===== src/rtl/tx_fifo.sv =====
// tx_fifo: byte FIFO that feeds a serial transmitter through a tbr/en_tx load handshake.
// Defining TX_FIFO_OVF_EN adds a sticky overflow flag cleared by clr_ovf.
module tx_fifo #(
   parameter int unsigned DEPTH = 8,
   parameter int unsigned AW    = 3
) (
   input  logic          clk,
   input  logic          rst,
   input  logic          wr_en,
   input  logic [7:0]    wr_data,
   output logic          full,
   output logic          empty,
   output logic [AW:0]   count,
   input  logic          tbr,
   output logic [7:0]    tx_data,
   output logic          en_tx,
   input  logic          clr_ovf,
   output logic          ovf
);

   typedef enum logic [1:0] {StIdle, StSend, StBusy, StDrain} state_e;

   localparam logic [AW:0] DepthCnt = DEPTH[AW:0];

   state_e        state_q, state_d;
   logic [7:0]    mem [DEPTH];
   logic [AW-1:0] wr_ptr_q, rd_ptr_q;
   logic [AW:0]   count_q, count_d;
   logic [7:0]    tx_data_q, tx_data_d;
   logic          en_tx_q, en_tx_d;
   logic          wr_acc, pop;

   // Status comes only from the registered count, never from wr_en.
   assign full    = (count_q == DepthCnt);
   assign empty   = (count_q == '0);
   assign count   = count_q;
   assign tx_data = tx_data_q;
   assign en_tx   = en_tx_q;

   assign wr_acc = wr_en && !full;
   assign pop    = (state_q == StSend);

   always_comb begin
      count_d = count_q;
      unique case ({wr_acc, pop})
         2'b10:   count_d = count_q + (AW+1)'(1);
         2'b01:   count_d = count_q - (AW+1)'(1);
         default: count_d = count_q;
      endcase
   end

   always_comb begin
      state_d   = state_q;
      tx_data_d = tx_data_q;
      en_tx_d   = 1'b0;
      unique case (state_q)
         StIdle: begin
            if (!empty && tbr) begin
               tx_data_d = mem[rd_ptr_q];
               en_tx_d   = 1'b1;
               state_d   = StSend;
            end
         end
         StSend:  state_d = StBusy;
         StBusy:  if (!tbr) state_d = StDrain;
         StDrain: if (tbr) state_d = StIdle;
         default: state_d = StIdle;
      endcase
   end

   // Storage is intentionally not reset; stale bytes are unreachable once count is 0.
   always_ff @(posedge clk) begin
      if (wr_acc) begin
         mem[wr_ptr_q] <= wr_data;
      end
   end

   always_ff @(posedge clk or negedge rst) begin
      if (!rst) begin
         state_q   <= StIdle;
         wr_ptr_q  <= '0;
         rd_ptr_q  <= '0;
         count_q   <= '0;
         tx_data_q <= 8'h00;
         en_tx_q   <= 1'b0;
      end else begin
         state_q   <= state_d;
         count_q   <= count_d;
         tx_data_q <= tx_data_d;
         en_tx_q   <= en_tx_d;
         if (wr_acc) wr_ptr_q <= wr_ptr_q + AW'(1);
         if (pop)    rd_ptr_q <= rd_ptr_q + AW'(1);
      end
   end

`ifdef TX_FIFO_OVF_EN
   logic ovf_q;

   // A dropped write takes priority over a simultaneous clear.
   always_ff @(posedge clk or negedge rst) begin
      if (!rst) begin
         ovf_q <= 1'b0;
      end else if (wr_en && full) begin
         ovf_q <= 1'b1;
      end else if (clr_ovf) begin
         ovf_q <= 1'b0;
      end
   end

   assign ovf = ovf_q;
`else
   logic unused_clr_ovf;

   assign unused_clr_ovf = clr_ovf;
   assign ovf            = 1'b0;
`endif

endmodule


===== config.mk =====
export PLATFORM = sky130hd
export DESIGN_NAME = tx_fifo
export DESIGN_NICKNAME = d
export VERILOG_FILES = /design/src/rtl/tx_fifo.sv
export SDC_FILE = /design/constraint.sdc
export NUM_CORES = 1
export LEC_CHECK = 0
export BUFFER_PORTS_ARGS = -buffer_cell sky130_fd_sc_hd__buf_4
export CAP_MARGIN = 20
export CORE_AREA = 10 10 93 115
export DETAILED_ROUTE_END_ITERATION = 8
export DIE_AREA = 0 0 103 125
export GPL_ROUTABILITY_DRIVEN = 0
export GPL_TIMING_DRIVEN = 0
export PLACE_DENSITY_LB_ADDON = 0.15
export SLEW_MARGIN = 20
export SYNTH_ARGS = -nofsm -noshare
export SYNTH_HDL_FRONTEND = slang
export SYNTH_SLANG_ARGS = --single-unit

===== constraint.sdc =====
create_clock -name clk -period 2.62 [get_ports clk]
set_input_delay 0.393 -clock clk [delete_from_list [all_inputs] [get_ports clk]]
set_output_delay 0.393 -clock clk [all_outputs]
set_load 0.01 [all_outputs]

# After elaboration in Yosys (flattened, before gate mapping)
# Memory sizes are Yosys's and may differ from the RTL's. A register that Yosys moved wholly into a read port is not among the register bits.
# Cells that the tools add are included.
# totals
ff_bits	13
ram_bits	64
in_bits	13
out_inout_bits	16
wordCells	38
n_memories	1
# op_classes
n_addsub	4
eq_ne	9
mux	9
reduce_logical	10
# memory_table
memory	words	word_bits	rd	rd_ports_with_merged_regs	write_ports	line	source
mem	8	8	1	1	1	26	logic [7:0] mem [DEPTH];
# ops
op	n
case mux 2 bit (4 select lines)	1
case mux 4 bit (2 select lines)	1
adder 3 x 1 -> 3 bit (second input constant)	2
== test 2 bit (second input constant)	3
2-to-1 mux 2 bit	3
inequality test 2 bit (second input constant)	3
adder 4 x 1 -> 4 bit (second input constant)	1
== test 2 x 1 -> 1 bit (second input constant)	2
== test 4 bit (second input constant)	1
zero test 4 bit	1
2-to-1 mux 1 bit	4
subtractor 4 x 1 -> 4 bit (second input constant)	1
zero test 1 bit	3
AND reduction 3 bit	1
logical AND 1 bit	2
zero test 2 bit	1
AND reduction 2 bit	1
nonzero test 2 bit	1

# Longest topological paths before layout
# Gate-level depths: netlist of the first run.
# depth
depth_word	5
ltp_mapped	11
depth_no_buf	10

# Worst setup path after synthesis of the first run
# Ideal clock, no wire load.
# synth_timing
kind	reg-to-reg
startpoint	register count_q[1] (netlist: count[1])
endpoint	register count_q[2] (netlist: count[2])
setup_time_ns	0.134
arrival_ns	1.994
required_time_ns	2.486
setup_slack_ns	0.493
stages_incl_launch_ff	12
path_buffers	1
synth_period_minus_slack_ns	2.127
path_cell_list	dfrtp_1 -> buf_6 -> nor3_1 -> a21boi_2 -> inv_1 -> ha_1 -> xor2_1 -> ha_1 -> a21oi_1 -> xor2_1 -> nor2_1 -> xor2_1
# synth_via
elab_chain_len	5
word_cells_on_any_way	9
classes_between	add/sub: 2; eq/ne: 3; mux: 1; reduce/logical: 3
# synth_rtl
item	line	source
start, declared	28	logic [AW:0] count_q, count_d;
start signal, assigned	88	count_q <= count_d;
== test 4 bit	34	assign full = (count_q == DepthCnt);
zero test 1 bit	40	assign wr_acc = wr_en && !full;
logical AND 1 bit	40	
== test 2 x 1 -> 1 bit or == test 2 bit (tied branches)	45	unique case ({wr_acc, pop})
case mux 4 bit (2 select lines) or nonzero test 2 bit (tied branches)	n/a	
# Parallel ways exist; a longest one is shown, timed or not.
# A chain may end at the register's enable or synchronous reset.

# Worst setup path in the final report of the first run
# Same ends and word-level chain as after synthesis.

==> impl_metrics.csv, run 1 <==
group,metric,value,unit
route,num_vias,1993,
critical_path,worst_ep_required_time,2860,ps
power,power.leakage,0.00164,uW
route,drt_wl_total,7.10,mm
clocking,clock-root-buffer,"clkbuf_8",
power,p_int,2950,uW
critical_path,crit_arrival,2540,ps
floorplan,rows,38,
global_routing,grt_pass1_wl,11.2,mm
global_routing,antenna_found_initial,0,
clocking,post_cts.repair.setup_buffers,0,
clocking,clkTransAtPathRegs,80,ps
floorplan,io_pins,29,
synthesis,synth_area_per_cell,15.3,sq um
power,clkPwrFrac,0.194,
finish,nets,300,
finish,area_growth,15.0,%
placement,place.port_buffers,26,
power,power_density,1090,nW/um^2
timing,fmax,434,MHz
floorplan,core,8560,sq um
power,p_switching,1600,uW
synthesis,synth_edf_count,64,
clocking,numCtsBuffers,9,
finish,final_layout_size_suffix_gt1_frac,0.238,
global_routing,gr-total-overflow,0,
timing,fin_crit_sh,0.879,
floorplan,die_height,125,microns
timing,report.final.slew_viol_count,0,
timing,hold_violations,0,
route,viasPerCell,5.22,
route,postRouteAntennaNets,0,
clocking,cts.htree.levels,3,
global_routing,grt_max_degree,22,
global_routing,grt_usage,0.118,
finish,final_common_cell,"edfxtp_1",
power,p_comb_frac,0.373,
critical_path,cp-end-kind,"flip-flop",
global_routing,grt_pass1_vias,2047,
route,drtPass1Iterations,4,
route,wire_per_inst,18.6,microns
timing,worst_slew_pin_slew,913,ps
route,drc_errors,0,
clocking,cts_sinks,85,
finish,final_cell_mix,"64 x edfxtp_1, 32 x buf_4, 32 x mux2i_1",
clocking,cts_tree,"built",
synthesis,ys_seq_area_frac,0.677,
clocking,ctsResizeCount,0,
synthesis,synth.distinct_cells,34,
finish,num_antenna_cells,0,
floorplan,initial_core_util,0.422,
timing,setup_violations,0,
timing,fin_tns_setup,0,ps
clocking,cts_buffer_depth,2,
synthesis,syn-cell-area,3610,sq um
critical_path,path_class,"flip-flop to flip-flop",
timing,fin_skew,8.65,ps
route,drt_iter0_drc,114,
clocking,insertion_delay,360,ps
power,switching_share,0.351,
critical_path,crit_fanout,8,
power,ir_drop,0.000595,V
placement,dp_cells,365,
timing,rsz0062_at_grt,"no",
timing,fin_crit,2300,ps
synthesis,async_flop_share,0.247,
placement,hpwl,4.79,mm
floorplan,dieWidth,103,microns
synthesis,ys_seq_elements,85,
critical_path,startpoint_type,"flip-flop",
synthesis,synth_warnings,0,
synthesis,syn-num-nets,260,
floorplan,dieArea,12900,sq um
synthesis,ys.flop_type,"edfxtp_1",
timing,finalWorstSetupSlack,316,ps
synthesis,synthCells,237,
status,status,"finished, final reports clean",
worst_hold_path,min_path_type,"primary input to flip-flop",
power,seqPwrFrac,0.434,
finish,instances_no_fill,382,
placement,dp_slack,322,ps
clocking,cts_hold_buf,1,
flow_run,cap_violations,0,
timing,relSlewSlack,0.389,
-- Yosys cell counts, types with 2 or more instances --
master	n	area share
dfrtp_1	21	0.15
nor2b_1	4	0.0069
xnor2_1	3	0.0073
xor2_1	5	0.012
and2_1	2	0.0035
ha_1	10	0.035
buf_1	3	0.0031
mux2i_1	32	0.089
nand2_1	11	0.011
a22oi_1	17	0.035
mux2_2	2	0.0062
nor2_1	9	0.0093
o21ai_0	2	0.0028
edfxtp_1	64	0.53
o21ai_2	8	0.019
nand3_1	7	0.0097
nand2b_1	3	0.0052
buf_6	2	0.0062
inv_1	12	0.012
buf_4	4	0.0083
nor3_1	3	0.0042
-- final cells by class --
cell class,instances,area [sq um]
fill,746,4400
timing repair buffer,29,220
sequential,85,2450
multi-input combinational,130,1060
inverter,12,45.0
clock inverter,3,17.5
tap,100,125
clock buffer,13,169
buffer,10,68.8
-- power by group through the flow --
stage	combinational, uW	clock (uW)	sequential [uW]
6_report	1700	881	1970
5_1_grt	1880	945	2020
4_1_cts	1730	894	1980
3_5_place_dp	1730	0	2000
3_3_place_gp	1690	0	1990
2_1_floorplan	1140	0	2010
-- critical path: stages, from the launching register on --
cell,delay (ps)
dfrtp_1,400
buf_6,140
nor3_1,290
a21boi_2,140
inv_1,150
ha_1,280
xor2_1,100
ha_1,180
a21oi_1,140
xor2_1,160
nor2_1,60
xor2_1,140
-- per-stage QoR --
stage | utilization | cell area (sq um) | power [uW] | hold WS [ps]
2_1_floorplan | - | 3610 | 3150 | 97.4
3_3_place_gp | 0.460 | 3940 | 3670 | 297
3_5_place_dp | 0.463 | 3960 | 3730 | 298
4_1_cts | 0.486 | 4160 | 4600 | 252
5_1_grt | 0.486 | 4160 | 4850 | 256
6_report | 0.486 | 4160 | 4550 | 264
-- state kept, by name (all words and copies together) (netlist names) --
| register | count |
|---|---|
| mem | 64 |
| state_q | 2 |
| tx_data | 8 |
| en_tx | 1 |
| rd_ptr_q | 3 |
| count | 4 |
| wr_ptr_q | 3 |
-- path summary, 6_finish.rpt --
path / cells past startpoint / to / start / slack (ps)
max: 11 / count[2] / count[1] / 320
max reg2reg: 11 / count[2] / count[1] / 320
max in group asynchronous: 2 / count[3] / rst / 1960
min reg2reg: 2 / tx_data[6] / tx_data[6] / 530
min: 1 / mem[2][4] / wr_data[4] / 260
min in group asynchronous: 2 / state_q[1] / rst / 440
-- cells by family after synthesis --
family                   count (synthesis)  share of synthesized area
adder cells (fa/ha/maj)                 10                     0.0346
flip-flops                              85                      0.677
XOR/XNOR                                 8                     0.0194
AO/OA/AOI/OAI                           31                     0.0675
buffers and inverters                   22                     0.0315
AND/OR/NAND/NOR                         45                     0.0710
multiplexers                            35                     0.0980
other                                    1                    0.00104
-- per-layer routing --
metal	up-vias	global-route usage	routed length, microns	part of all wire
li1	947	-	-	-
met1	996	0.146	3180	0.45
met2	37	0.185	3500	0.49
met3	13	0.0320	241	0.034
met4	0	0.0591	176	0.025
met5	-	0	0	0
Note: power is estimated with default switching activity, not from simulation.
==> run 2, diff against run 1 <==
--- a/config.mk
+++ b/config.mk
@@ -5,8 +5,11 @@
 export SDC_FILE = /design/constraint.sdc
 export NUM_CORES = 1
 export LEC_CHECK = 0
+export ABC_CLOCK_PERIOD_IN_PS = 2620
 export BUFFER_PORTS_ARGS = -buffer_cell sky130_fd_sc_hd__buf_4
 export CAP_MARGIN = 20
+export CELL_PAD_IN_SITES_DETAIL_PLACEMENT = 1
+export CELL_PAD_IN_SITES_GLOBAL_PLACEMENT = 1
 export CORE_AREA = 10 10 93 115
 export DETAILED_ROUTE_END_ITERATION = 8
 export DIE_AREA = 0 0 103 125
==> impl_metrics.csv, run 2 (synthesized netlist as in run 1, its figures left out) <==
group,metric,value,unit
timing,rsz0062_at_grt,"no",
clocking,post_cts.repair.setup_buffers,0,
route,wire_per_inst,19.3,microns
power,p_int,3100,uW
finish,final_cell_mix,"64 x edfxtp_1, 32 x buf_4, 32 x mux2i_1",
floorplan,dieWidth,103,microns
placement,place.port_buffers,26,
route,drt_wl_total,7.37,mm
timing,whs,270,ps
route,viasPerCell,5.25,
timing,setup_violations,0,
timing,fin_crit_sh,0.885,
global_routing,grt_usage,0.122,
route,num_vias,2006,
critical_path,crit_fanout,7,
clocking,insertion_delay,350,ps
critical_path,startpoint,"count[0]",
critical_path,r2r_setup_slack,300,ps
floorplan,initial_core_util,0.422,
worst_hold_path,min_from,"wr_data[5]",
timing,fin_skew,10.8,ps
clocking,numCtsBuffers,9,
placement,dp_cells,365,
global_routing,grt_max_degree,22,
floorplan,dieArea,12900,sq um
timing,relSlewSlack,0.379,
timing,report.final.slew_viol_count,0,
route,drt_iter0_drc,50,
route,drc_errors,0,
global_routing,grt_pass1_wl,11.7,mm
power,seqPwrFrac,0.422,
timing,fin_crit,2320,ps
floorplan,rows,38,
power,p_comb_frac,0.361,
global_routing,gr-total-overflow,0,
global_routing,grt_pass1_vias,2129,
floorplan,io_pins,29,
finish,instances_no_fill,382,
critical_path,cp-end-kind,"flip-flop",
critical_path,path_class,"flip-flop to flip-flop",
timing,hold_violations,0,
critical_path,startpoint_type,"flip-flop",
finish,largest_reg_flops,64,
global_routing,antenna_found_initial,0,
status,status,"finished, final reports clean",
floorplan,die_height,125,microns
timing,fin_tns_setup,0,ps
power,power_density,1120,nW/um^2
route,postRouteAntennaNets,0,
power,clkPwrFrac,0.217,
clocking,cts_tree,"built",
clocking,cts_buffer_depth,2,
floorplan,core,8560,sq um
timing,finalWorstSetupSlack,302,ps
route,drtPass1Iterations,4,
finish,final_layout_size_suffix_gt1_frac,0.238,
finish,area_growth,15.9,%
critical_path,timing.rr.start,"count[0]",
clocking,cts.htree.levels,3,
finish,num_antenna_cells,0,
critical_path,worst_ep_required_time,2850,ps
worst_hold_path,min_path_type,"primary input to flip-flop",
finish,nFillCells,853,
clocking,ctsResizeCount,0,
critical_path,crit_arrival,2540,ps
placement,dp_slack,290,ps
power,p_switching,1590,uW
power,ir_drop,0.000532,V
power,power.leakage,0.00166,uW
power,switching_share,0.339,
finish,regMostFlops,"mem",
flow_run,cap_violations,0,
placement,hpwl,5.03,mm
finish,final_common_cell,"edfxtp_1",
clocking,clock-root-buffer,"clkbuf_8",
clocking,cts_hold_buf,1,
finish,nets,300,
clocking,clkTransAtPathRegs,90,ps
clocking,cts_sinks,85,
timing,worst_slew_pin_slew,928,ps
timing,fmax,431,MHz
run 2: layout make-up:
class                   instances  area (sq um)  share of cell area
multi-input cells             130          1060               0.254
plain buffers                  10          68.8              0.0164
clock buffers                  12           145              0.0346
flip-flops and latches         85          2450               0.584
clock inverters                 4          73.8              0.0176
well taps                     100           125              0.0299
inverters                      12          45.0              0.0108
repair buffers                 29           220              0.0526
run 2: power groups by stage:
stage	combinational, uW	sequential, uW	clock (uW)
after global placement	1690	2000	0
after floorplan	1140	2010	0
after CTS	1740	1980	1040
after global routing	1890	2020	1100
final	1690	1980	1020
after detailed placement	1740	2010	0
run 2: worst max-delay path, stage by stage (launching register included):
cell and delay (ps):
dfrtp_1 530, nor3_1 120, a21boi_2 250, inv_1 140, ha_1 290, xor2_1 160
ha_1 180, a21oi_1 150, xor2_1 160, nor2_1 70, xor2_1 140
run 2: layer usage:
layer,vias up,share of wire,global-route usage
li1,943,-,-
met4,0,0.015,0.0566
met1,1012,0.44,0.153
met2,44,0.51,0.195
met3,7,0.039,0.0248
met5,-,0,0
run 2: through the flow:
stage,util,total power (uW),cell area [sq um]
2_1_floorplan,-,3150,3610
3_3_place_gp,0.460,3690,3940
3_5_place_dp,0.463,3750,3960
4_1_cts,0.489,4770,4190
5_1_grt,0.489,5020,4190
6_report,0.489,4690,4190
run 2: final timing paths:
path / depth (start not counted) / endpoint
min reg2reg: 1 / rd_ptr_q[2]
max: 10 / count[2]
min: 1 / mem[4][5]
min in group asynchronous: 2 / tx_data[6]
max in group asynchronous: 2 / count[2]
max reg2reg: 10 / count[2]
